==> src/rtl/read_accounter.sv <==
// read_accounter: per-address record of which write bank holds the newest
// data, plus a registered read-request stage that attaches the bank selector
// (rdselect) each read agent needs at the read switch. Also flags write
// collisions (two write agents hitting the same address on one cycle).
//
// Optional feature: define ACCOUNTER_BYPASS_EN for write-first forwarding,
// where a read hitting an address written on the same cycle returns the
// highest writing agent instead of the pre-write table value.
//
// After srst the table is cleared by a sweep of 2**ADDR_WIDTH cycles; ready
// rises once the sweep is done and writes/reads are honoured from then on.
module read_accounter #(
  parameter int ADDR_WIDTH   = 8,
  parameter int NB_WRAGENT   = 2,
  parameter int NB_RDAGENT   = 2,
  parameter int SELECT_WIDTH = (NB_WRAGENT < 2) ? 1 : $clog2(NB_WRAGENT)
) (
  input  logic                             aclk,
  input  logic                             srst,
  output logic                             ready,
  input  logic [NB_WRAGENT-1:0]            wren,
  input  logic [NB_WRAGENT*ADDR_WIDTH-1:0] wraddr,
  input  logic [NB_RDAGENT-1:0]            rden,
  input  logic [NB_RDAGENT*ADDR_WIDTH-1:0] rdaddr,
  output logic [NB_RDAGENT-1:0]            m_rden,
  output logic [NB_RDAGENT*ADDR_WIDTH-1:0] m_rdaddr,
  output logic [NB_RDAGENT*SELECT_WIDTH-1:0] rdselect,
  output logic                             wr_collision,
  output logic                             collision_sticky
);

  localparam int                  DEPTH    = 2**ADDR_WIDTH;
  // cnt carries one extra bit so the terminal value never aliases to zero.
  localparam logic [ADDR_WIDTH:0] CNT_LAST = (ADDR_WIDTH+1)'(DEPTH - 1);
  localparam logic [ADDR_WIDTH:0] CNT_ONE  = (ADDR_WIDTH+1)'(1);

  typedef enum logic {
    ST_INIT,
    ST_RUN
  } state_e;

  state_e                            state_q, state_d;
  logic [ADDR_WIDTH:0]               cnt_q, cnt_d;
  logic                              ready_q, ready_d;
  logic [NB_RDAGENT-1:0]             m_rden_q, m_rden_d;
  logic [NB_RDAGENT*ADDR_WIDTH-1:0]  m_rdaddr_q, m_rdaddr_d;
  logic [NB_RDAGENT*SELECT_WIDTH-1:0] rdselect_q, rdselect_d;
  logic                              wr_collision_q, wr_collision_d;
  logic                              collision_sticky_q, collision_sticky_d;
  logic                              collide;

  // NOTE: the table is deliberately not reset here; the INIT sweep clears it
  // one entry per cycle, which keeps it mappable onto plain RAM.
  logic [SELECT_WIDTH-1:0]           table_mem [DEPTH];

  // Sweep sequencing: count through every entry, then enter RUN with ready.
  always_comb begin
    // NOTE: every combinational output gets a default first so no path
    // leaves it unassigned and no latch is inferred.
    state_d = state_q;
    cnt_d   = cnt_q;
    ready_d = ready_q;
    if (state_q == ST_INIT) begin
      cnt_d = cnt_q + CNT_ONE;
      if (cnt_q == CNT_LAST) begin
        state_d = ST_RUN;
        ready_d = 1'b1;
      end
    end
  end

  // Collision detection: any pair of enabled write agents on one address.
  always_comb begin
    collide = 1'b0;
    if (state_q == ST_RUN) begin
      for (int i = 0; i < NB_WRAGENT; i++) begin
        for (int k = i + 1; k < NB_WRAGENT; k++) begin
          if (wren[i] && wren[k] &&
              (wraddr[ADDR_WIDTH*i +: ADDR_WIDTH] == wraddr[ADDR_WIDTH*k +: ADDR_WIDTH])) begin
            collide = 1'b1;
          end
        end
      end
    end
    wr_collision_d     = collide;
    collision_sticky_d = collision_sticky_q | collide;
  end

  // Read stage: register requests and look up the owning bank per agent.
  always_comb begin
    m_rden_d   = (state_q == ST_RUN) ? rden : '0;
    m_rdaddr_d = rdaddr;
    rdselect_d = '0;
    for (int j = 0; j < NB_RDAGENT; j++) begin
      rdselect_d[SELECT_WIDTH*j +: SELECT_WIDTH] =
        table_mem[rdaddr[ADDR_WIDTH*j +: ADDR_WIDTH]];
`ifdef ACCOUNTER_BYPASS_EN
      // Write-first: ascending scan so the highest matching agent wins.
      if ((state_q == ST_RUN) && rden[j]) begin
        for (int i = 0; i < NB_WRAGENT; i++) begin
          if (wren[i] &&
              (wraddr[ADDR_WIDTH*i +: ADDR_WIDTH] == rdaddr[ADDR_WIDTH*j +: ADDR_WIDTH])) begin
            rdselect_d[SELECT_WIDTH*j +: SELECT_WIDTH] = SELECT_WIDTH'(i);
          end
        end
      end
`endif
    end
  end

  // Table update: clear during the sweep, record the writing bank in RUN.
  always_ff @(posedge aclk) begin
    if (!srst) begin
      if (state_q == ST_INIT) begin
        table_mem[cnt_q[ADDR_WIDTH-1:0]] <= '0;
      end else begin
        // Ascending order: the last assignment (highest agent) takes effect.
        for (int i = 0; i < NB_WRAGENT; i++) begin
          if (wren[i]) begin
            table_mem[wraddr[ADDR_WIDTH*i +: ADDR_WIDTH]] <= SELECT_WIDTH'(i);
          end
        end
      end
    end
  end

  // Control and output registers with synchronous reset.
  always_ff @(posedge aclk) begin
    // NOTE: sequential state uses non-blocking assignments so every flop
    // samples the pre-edge values regardless of statement order.
    if (srst) begin
      state_q            <= ST_INIT;
      cnt_q              <= '0;
      ready_q            <= 1'b0;
      m_rden_q           <= '0;
      m_rdaddr_q         <= '0;
      rdselect_q         <= '0;
      wr_collision_q     <= 1'b0;
      collision_sticky_q <= 1'b0;
    end else begin
      state_q            <= state_d;
      cnt_q              <= cnt_d;
      ready_q            <= ready_d;
      m_rden_q           <= m_rden_d;
      m_rdaddr_q         <= m_rdaddr_d;
      rdselect_q         <= rdselect_d;
      wr_collision_q     <= wr_collision_d;
      collision_sticky_q <= collision_sticky_d;
    end
  end

  assign ready            = ready_q;
  assign m_rden           = m_rden_q;
  assign m_rdaddr         = m_rdaddr_q;
  assign rdselect         = rdselect_q;
  assign wr_collision     = wr_collision_q;
  assign collision_sticky = collision_sticky_q;

endmodule
==> config.mk <==
export PLATFORM = sky130hd
export DESIGN_NAME = read_accounter
export DESIGN_NICKNAME = d
export VERILOG_FILES = /design/src/rtl/read_accounter.sv
export SDC_FILE = /design/constraint.sdc
export NUM_CORES = 1
export LEC_CHECK = 0
export CAP_MARGIN = 5
export CORE_ASPECT_RATIO = 0.75
export CORE_MARGIN = 5
export CORE_UTILIZATION = 50
export DETAILED_ROUTE_END_ITERATION = 10
export PLACE_DENSITY = 0.64
export REMOVE_ABC_BUFFERS = 1
export SLEW_MARGIN = 20
export SYNTH_ARGS = -nofsm -noshare
export SYNTH_HDL_FRONTEND = slang
export SYNTH_SLANG_ARGS = --single-unit
==> constraint.sdc <==
create_clock -name aclk -period 4.1 [get_ports aclk]
set_input_delay 0.82 -clock aclk [delete_from_list [all_inputs] [get_ports aclk]]
set_output_delay 0.82 -clock aclk [all_outputs]
set_load 0.01 [all_outputs]
==> impl_metrics.json, run 1 <==
{
  "status": "finished, final reports clean",
  "post_cts_resized": 0,
  "die-area_um2": 31900,
  "insertion_delay_ps": 570,
  "seq_area_um2": 5790,
  "setup_violations": 0,
  "place_congestion": 0.966,
  "min_from": "collision_sticky",
  "ios": 61,
  "fillCellCount": 2502,
  "timing.max_cap.violations": 0,
  "antenna_left": 0,
  "slew_headroom_pct": 33.4,
  "seq_area_frac_synth_pct": 40.8,
  "worst_slew_pin_slew_ps": 999,
  "vias_per_cell": 6.93,
  "wirelength_um": 53700,
  "fin_skew_ps": 12.1,
  "ff2ff_setup_slack_ps": 1040,
  "r2r-end": "table_mem[24]",
  "first_global_vias": 12469,
  "cts_setup_buffers": 0,
  "dr_wl_met2_um": 22700,
  "fin_setup_tns_ps": 0,
  "rsz0062_at_grt": "false",
  "grt_pass1_wl_um": 80000,
  "nNetsFinal": 1524,
  "top_layer_used": "met4",
  "die_w_um": 204,
  "fp.dieH_um": 156,
  "grtUsageTotal_pct": 33.2,
  "hold_buffers": 0,
  "wl_met1_um": 21500,
  "wl_per_cell_um": 28.3,
  "via_count": 13136,
  "layout-drive-gt1-share_pct": 15.1,
  "cts_htree_levels": 1,
  "wl_met3_um": 7520,
  "synth-warning-count": 0,
  "cts_buffers": 29,
  "syn_to_final_growth_pct": 13.9,
  "cts_tree": "done",
  "crit_fanout": 10,
  "crit_type": "input pin to register",
  "syn-cell-area_um2": 14200,
  "cts.path.max_buffers": 3,
  "syn_avg_cell_area_um2": 9.62,
  "cts_sinks": 289,
  "hold_class": "register to register",
  "post-route-min-period_ps": 3270,
  "numPortBuffers": 60,
  "hold_path_end": "collision_sticky",
  "grt_max_degree": 35,
  "slew_violations": 0,
  "cp-end-kind": "register",
  "synthArstFlopShare_pct": 0,
  "fmax_ghz": 0.305,
  "dp_hpwl_um": 35000,
  "fin_crit_sh_pct": 79.9,
  "cp_data_arrival_time_ps": 3720,
  "reg2reg_depth": 6,
  "start_util_pct": 50.7,
  "required_ps": 4550,
  "synth_ff_type": "dfxtp_1",
  "rows": 53,
  "synth_edf_count": 0,
  "core_area_um2": 28000,
  "drc": 0,
  "ys_types": 52,
  "holdPathStages": 1,
  "vdd_drop_max_mv": 0.316,
  "root_buffer": "clkbuf_16",
  "p_leak_nw": 5.44,
  "hold_violations": 0,
  "path_clk_slew_ps": 70,
  "ys_seq_elements": 289,
  "holdWs_ps": 476,
  "overflow": 0,
  "multi_input_area_um2": 7820,
  "first_pass_iters": 5,
  "drtIter0Drc": 1916,
  "antenna_found_initial": 0,
  "synthCells": 1473,
  "crit-reg2reg-launch": "state_q",
  "power.density_nw_per_um2": 384,
  "cp-start-kind": "input pin"
}
## routing by layer
metal	global-route usage (%)	vias up
met5	0	-
met4	11.5	0
met3	12.8	152
met2	47.9	950
met1	45.9	6484
li1	-	5550
## state kept, by name, summed over array words and instances, names as in the netlist
register,flops
m_rdaddr,16
collision_sticky,1
rdselect,2
table_mem,256
wr_collision,1
m_rden,2
ready,1
state_q,1
cnt_q,9
## layout make-up
| type | count | area share [%] |
|---|---|---|
| antenna | 6 | 0.0930 |
| clock buffer | 39 | 5.16 |
| clock inverter | 13 | 1.24 |
| inverter | 8 | 0.186 |
| multi-input combinational | 1049 | 48.4 |
| sequential | 289 | 35.8 |
| tap | 385 | 2.98 |
| timing repair buffer | 107 | 6.13 |
## kinds of logic after synthesis
family	after synthesis	share of synthesized area [%]
compound gates	588	21.9
flops	289	40.8
simple gates	276	9.43
mux	168	22.7
buf+inv	135	4.06
xor+xnor	15	0.927
fa+ha+maj	2	0.176
## synthesized netlist by cell type, types with 2 or more instances
master	n	area (µm²)
ha_1	2	25.0
and2_1	3	18.8
a311oi_1	2	17.5
o31ai_1	2	15.0
a31oi_1	2	12.5
nand2_1	102	383
or3_1	3	18.8
dfxtp_1	289	5790
xnor2_1	6	52.6
a21o_1	2	15.0
inv_1	7	26.3
nand4_1	10	62.6
mux4_2	123	2770
o22a_1	2	17.5
nand2b_1	8	50.1
mux2i_1	42	420
buf_4	5	37.5
nand3_1	41	205
and3_1	7	43.8
o22ai_1	4	25.0
buf_6	4	45.0
nor2_1	40	150
nor2b_1	35	219
nand4b_1	3	26.3
nor3_1	8	40.0
a22oi_1	17	128
xor2_1	9	78.8
o221ai_1	4	35.0
buf_1	8	30.0
o311ai_0	2	17.5
buf_2	16	80.1
clkbuf_1	94	353
nor4_1	2	12.5
a21oi_1	14	70.1
o21ai_0	517	2590
nand3b_1	11	82.6
a211oi_1	10	75.1
mux2_2	3	33.8
## layout by cell type (no fill, tap or decap), drive strengths merged, types with 3 or more instances in the layout
cell type      Yosys  layout
a211oi            10      10
a21oi             14      14
a22oi             17      17
and2               3       3
and3               7       7
buf               33      51
bufinv             0       5
clkbuf            94      39
clkdlybuf4s50      0      56
clkinv             0       6
dfxtp            289     289
diode              0       6
inv                8       9
mux2               3       3
mux2i             42      42
mux4             123     123
nand2            102     102
nand2b             8       8
nand3             41      41
nand3b            11      11
nand4             10      10
nand4b             3       3
nor2              40      40
nor2b             35      35
nor3               8       8
o21ai            517     517
o221ai             4       4
o22ai              4       4
or3                3       3
xnor2              6       6
xor2               9       9
## worst max-delay path by stage
stage	start	endpoint	slack [ps]	cells past startpoint
after floorplan	rdaddr[12]	rdselect[1]	1610	5
after global placement	rdaddr[2]	rdselect[0]	500	7
after detailed placement	rdaddr[2]	rdselect[0]	420	7
after CTS	srst	table_mem[24]	1040	7
after global routing	srst	table_mem[28]	830	7
final	rdaddr[2]	rdselect[0]	830	6
## stage by stage
step	std cells	utilization (%)	power (mW)	instance area, µm²	setup slack [ps]
floorplan	1346	-	3.06	13600	1610
global placement	1838	54.0	3.33	15100	499
detailed placement	1838	54.0	3.34	15100	422
CTS	1890	57.7	6.21	16100	1040
global route	1890	57.7	6.37	16100	827
finish	1896	57.7	6.21	16200	826
## critical path, cell delays in order
cell and delay [ps]:
clkdlybuf4s50_1 990, nor2b_1 740, a22oi_1 230, a211oi_1 500, nor4_1 130, o41ai_1 310
## power by group
group | switching [mW] | leakage (nW) | total (mW) | internal, mW
Combinational | 0.289 | 2.60 | 0.458 | 0.169
Clock | 1.18 | 0.510 | 2.92 | 1.74
Sequential | 0.00986 | 2.33 | 2.83 | 2.82
Power figures use the tool's default switching activity.
==> run 2, diff against run 1 <==
==> constraint.sdc (replaced) <==
create_clock -name aclk -period 3.07 [get_ports aclk]
set_input_delay 0.614 -clock aclk [delete_from_list [all_inputs] [get_ports aclk]]
set_output_delay 0.614 -clock aclk [all_outputs]
set_load 0.01 [all_outputs]
==> run 2 against run 1 <==
Against the previous run:
- via count up 1.3%
- register-to-register slack got worse by 510 ps
- hold slack lost 11 ps
- cell area grew 2.7%
- setup slack got worse by 570 ps
- sequential power grew 34%
- wire length is 0.36% lower
- cell count increased by 2.4%
- die area is the same
- core utilization rose by 1.5 points
- clock skew up 3.2 ps
- combinational power is 40% higher
- largest cell class unchanged
- largest power group unchanged
==> impl_metrics.json, run 2 (synthesized netlist as in run 1, its figures left out) <==
{
  "antenna_left": 0,
  "die_w_um": 204,
  "p_leak_nw": 5.69,
  "place_congestion": 0.935,
  "insertion_delay_ps": 570,
  "cts_sinks": 289,
  "numPortBuffers": 60,
  "cts.path.max_buffers": 3,
  "largest_reg_flops": 256,
  "fillCellCount": 2440,
  "first_global_vias": 12280,
  "hold_buffers": 0,
  "slew_violations": 0,
  "critPathLaunch": "rdaddr[2]",
  "crit_type": "input pin to register",
  "overflow": 0,
  "fp.dieH_um": 156,
  "first_pass_iters": 5,
  "min_from": "collision_sticky",
  "via_count": 13305,
  "path_clk_slew_ps": 60,
  "most-common-layout-cells": "o21ai_0 (517), dfxtp_1 (289), mux4_2 (123), nand2_1 (102), buf_4 (88)",
  "die-area_um2": 31900,
  "finalPower_mw": 8.26,
  "seq_area_um2": 5790,
  "ios": 61,
  "required_ps": 3530,
  "cts_setup_buffers": 0,
  "antenna_found_initial": 1,
  "dp_hpwl_um": 35700,
  "power.density_nw_per_um2": 498,
  "cts_tree": "done",
  "post-route-min-period_ps": 2810,
  "rsz0062_at_grt": "false",
  "cp_data_arrival_time_ps": 3280,
  "stdcell_count": 1941,
  "utilization_pct": 59.3,
  "root_buffer": "clkbuf_16",
  "setup_violations": 0,
  "drtIter0Drc": 1812,
  "grt_pass1_wl_um": 79800,
  "diodes": 0,
  "layout-drive-gt1-share_pct": 17.5,
  "drc": 0,
  "final_common_cell": "o21ai_0",
  "cts_buffers": 30,
  "vdd_drop_max_mv": 0.391,
  "hold_class": "register to register",
  "wirelength_um": 53600,
  "core_area_um2": 28000,
  "crit-reg2reg-launch": "state_q",
  "fin_crit_sh_pct": 91.6,
  "wl_per_cell_um": 27.6,
  "syn_to_final_growth_pct": 17.0,
  "cp-end-kind": "register",
  "hold_violations": 0,
  "timing.max_cap.violations": 0,
  "placedCellCount": 1887,
  "multi_input_area_um2": 7820,
  "rows": 53,
  "slew_headroom_pct": 36.6,
  "cts_htree_levels": 1,
  "status": "finished, final reports clean",
  "worst_slew_pin_slew_ps": 941,
  "nNetsFinal": 1574,
  "fin_skew_ps": 15.3,
  "crit_fanout": 7,
  "start_util_pct": 50.7,
  "grtUsageTotal_pct": 33.1,
  "grt_max_degree": 29,
  "post_cts_resized": 0,
  "cp-start-kind": "input pin",
  "fmax_ghz": 0.356,
  "vias_per_cell": 6.85
}
## run 2: critical path, stage by stage
cell and delay [ps]:
clkdlybuf4s50_1 630, nor2b_1 780, a22oi_1 290, a211oi_1 580
nor4_1 90, o41ai_1 280
## run 2: report_power, final
| part | switching, mW | internal (mW) |
|---|---|---|
| combinational | 0.389 | 0.251 |
| clock | 1.55 | 2.28 |
| sequential | 0.0141 | 3.77 |
## run 2: per-layer routing
metal / track usage, % / vias up / wire (µm)
met2: 46.7 / 922 / 22200
met4: 10.8 / 2 / 2110
li1: - / 5648 / -
met1: 48.1 / 6579 / 22000
met5: 0 / - / 13
met3: 11.0 / 154 / 7290
## run 2: layout make-up
type / count / share of cell area (%)
Multi-Input combinational cell: 1049 / 47.1
Sequential cell: 289 / 34.9
Timing Repair Buffer: 156 / 8.72
Clock buffer: 47 / 5.52
Tap cell: 385 / 2.90
Clock inverter: 7 / 0.664
Inverter: 8 / 0.181
## run 2: worst paths after layout
kind | endpoint | slack (ps) | depth (start not counted)
min reg2reg | collision_sticky | 460 | 1
max | rdselect[0] | 260 | 6
max reg2reg | table_mem[107] | 530 | 5
min | collision_sticky | 460 | 1
## run 2: stage by stage
stage / cell area (µm²) / hold WS, ps / setup WS (ps) / TNS, ps
6_report: 16600 / 465 / 258 / 0
5_1_grt: 16600 / 482 / 227 / 0
4_1_cts: 16600 / 462 / 515 / 0
3_5_place_dp: 15600 / 447 / -66.2 / -66.2
3_3_place_gp: 15600 / 444 / -55.6 / -55.6
2_1_floorplan: 13600 / 457 / 790 / 0
==> variant, RTL diff (settings of run 1) <==
The parameter `ADDR_WIDTH` goes from 8 to 7.
--- a/src/rtl/read_accounter.sv
+++ b/src/rtl/read_accounter.sv
@@ -12,3 +12,3 @@
 module read_accounter #(
-  parameter int ADDR_WIDTH   = 8,
+  parameter int ADDR_WIDTH   = 7,
   parameter int NB_WRAGENT   = 2,
Ports: changed (resized m_rdaddr, rdaddr and wraddr); port bits go from 61 to 55. No check against the original RTL was run, so the function may have changed too.
==> variant against run 1 <==
  * Critical path type unchanged
  * Combinational power down 38%
  * Sequential power is 45% lower
  * Synthesized area down 45%
  * Critical path depth stayed put
  * Clock skew down 0.0037 ns
  * Design area is 43% lower
  * Highest routed layer unchanged
  * Sequential cell count decreased by 131
  * Total power decreased by 44%
  * Setup slack gained 0.29 ns
  * Routed wire length shrank 51%
==> variant: results (changes against run 1) <==
* DR WL met3 at 3180 um (-58%)
* Multi-input comb cells at 581 (-45%)
* Count of different cell masters after synthesis at 53 (+1.9%)
* DR iter-0 viols at 620 (-68%)
* Routed Wire Length at 26300 um (-51%)
* DP HPWL at 17700 um (-49%)
* Place WS at 0.721 ns (+0.299 ns)
* GR Util met1 at 40.3% (-5.7 points)
* M1 wire length at 11000 um (-49%)
* # clk buffers at 19 (-51%)
* Post-synth top cells: o21ai_0, dfxtp_1, mux4_2
* Worst Path Arrival at 3.31 ns (-0.41 ns)
* Vias in the first global route at 6956 (-44%)
* GRT Resource Usage Total at 28.9% (-4.3 points)
* Number of non-clock inverters in the layout at 6 (-2)
* Area occupied by multi-input gates at 4370 um^2 (-44%)
* Met2 usage at 41.7% (-6.2 points)
* Non-clk buf share at 8.78% (+2.6 points)
* Clock latency on the worst-skew pair at 0.43 ns (-0.14 ns)
* Global-route wire length before repair at 40900 um (-49%)
* First-pass DRT Iterations at 6 (+1)
* Leak Pwr at 3.31 nW (-39%)
* Register area at 3160 um^2 (-45%)
* Total number of vias at 7086 (-46%)
* Slew at the pin closest to its max-slew limit at 0.955 ns (-0.0438 ns)
* M3 GR Usage at 10.2% (-2.6 points)
* ClkCell Share at 6.66% (+0.27 points)
* Hold Path Class: reg2reg
* ANT cells at 0 (-6)
* Largest register FFs at 128 (-50%)
* Clk_skew at 0.00848 ns (-0.00366 ns)
* Largest cells by area after synthesis: dfxtp_1, o21ai_0, mux4_2, mux2i_1, mux4_1
* Nonclk buf count at 88 (-18%)
* Sequential fraction of the synthesis area at 40.4% (-0.45 points)
* Num CTS Buffers at 17 (-41%)
* Port Buffer Count at 54 (-10%)
* Share of cells above drive strength 1 at 14.6% (-0.52 points)
* Gpl congestion at 0.967 (+0.12%)
* Primary FF master, synth: dfxtp_1
* Initial antenna violation count at 0 (unchanged)
* Deepest clock path buffer count at 2 (-1)
* Pin count of the biggest net entering global routing at 31 (-11%)
* Run status: finished clean
* Clock sink count at 158 (-45%)
* Max VDD drop at 0.318 mV (+0.67%)
* Fillcell total at 1317 (-47%)
* CP max FO at 30 (+20)
* H-tree levels at 4 (+3)
* Root buffer cell: clkbuf_16
* WL met2 at 11300 um (-50%)
* Number of nets in the layout at 887 (-42%)
[variant: changes by cell type after synthesis, sizes merged, moves of 9 or more]
cell,delta
dfxtp,-131
mux4,-63
nor2,-12
nand2,-55
o21ai,-250
nor2b,-16
nand3,-15
buf,-9
clkbuf,-65
a22oi,-17
[variant: worst paths after layout]
path | cells past startpoint | to | startpoint | slack [ns]
setup reg to reg | 6 | table_mem[28] | state_q | 1.63
setup / recovery | 6 | table_mem[104] | srst | 1.12
hold reg to reg | 1 | collision_sticky | collision_sticky | 0.47
hold / removal | 1 | collision_sticky | collision_sticky | 0.47
[variant: kinds of logic (layout without fill, tap and decap cells)]
kind of cell / after synthesis / after routing / share of synthesized area, %
and+or+nand+nor: 166 / 166 / 10.9
muxes: 103 / 103 / 23.3
buffers and inverters: 59 / 126 / 3.90
AOI/OAI and AO/OA: 298 / 298 / 19.9
adders and majority gates: 1 / 1 / 0.160
DFF: 158 / 158 / 40.4
xor gates and xnor gates: 13 / 13 / 1.45
[variant: through the flow]
step                cells  hold slack [ns]  util, %  instance area [um^2]
global route         1070            0.496     60.3                  9240
floorplan             745            0.451        -                  7550
global placement     1038            0.443     56.3                  8620
detailed placement   1038            0.452     56.3                  8620
finish               1070            0.467     60.3                  9240
CTS                  1070            0.467     60.3                  9240
[variant: worst max-delay path: stages]
cell and delay [ns]:
clkdlybuf4s50_1 0.45, buf_4 0.27, inv_1 0.16, and3_1 0.42, nand3b_1 0.75, o21ai_0 0.44
[variant: where the power goes]
| group | leakage, nW | internal [mW] | switching [mW] |
|---|---|---|---|
| Clock | 0.307 | 0.993 | 0.662 |
| Sequential | 1.28 | 1.55 | 0.0107 |
| Combinational | 1.72 | 0.121 | 0.163 |
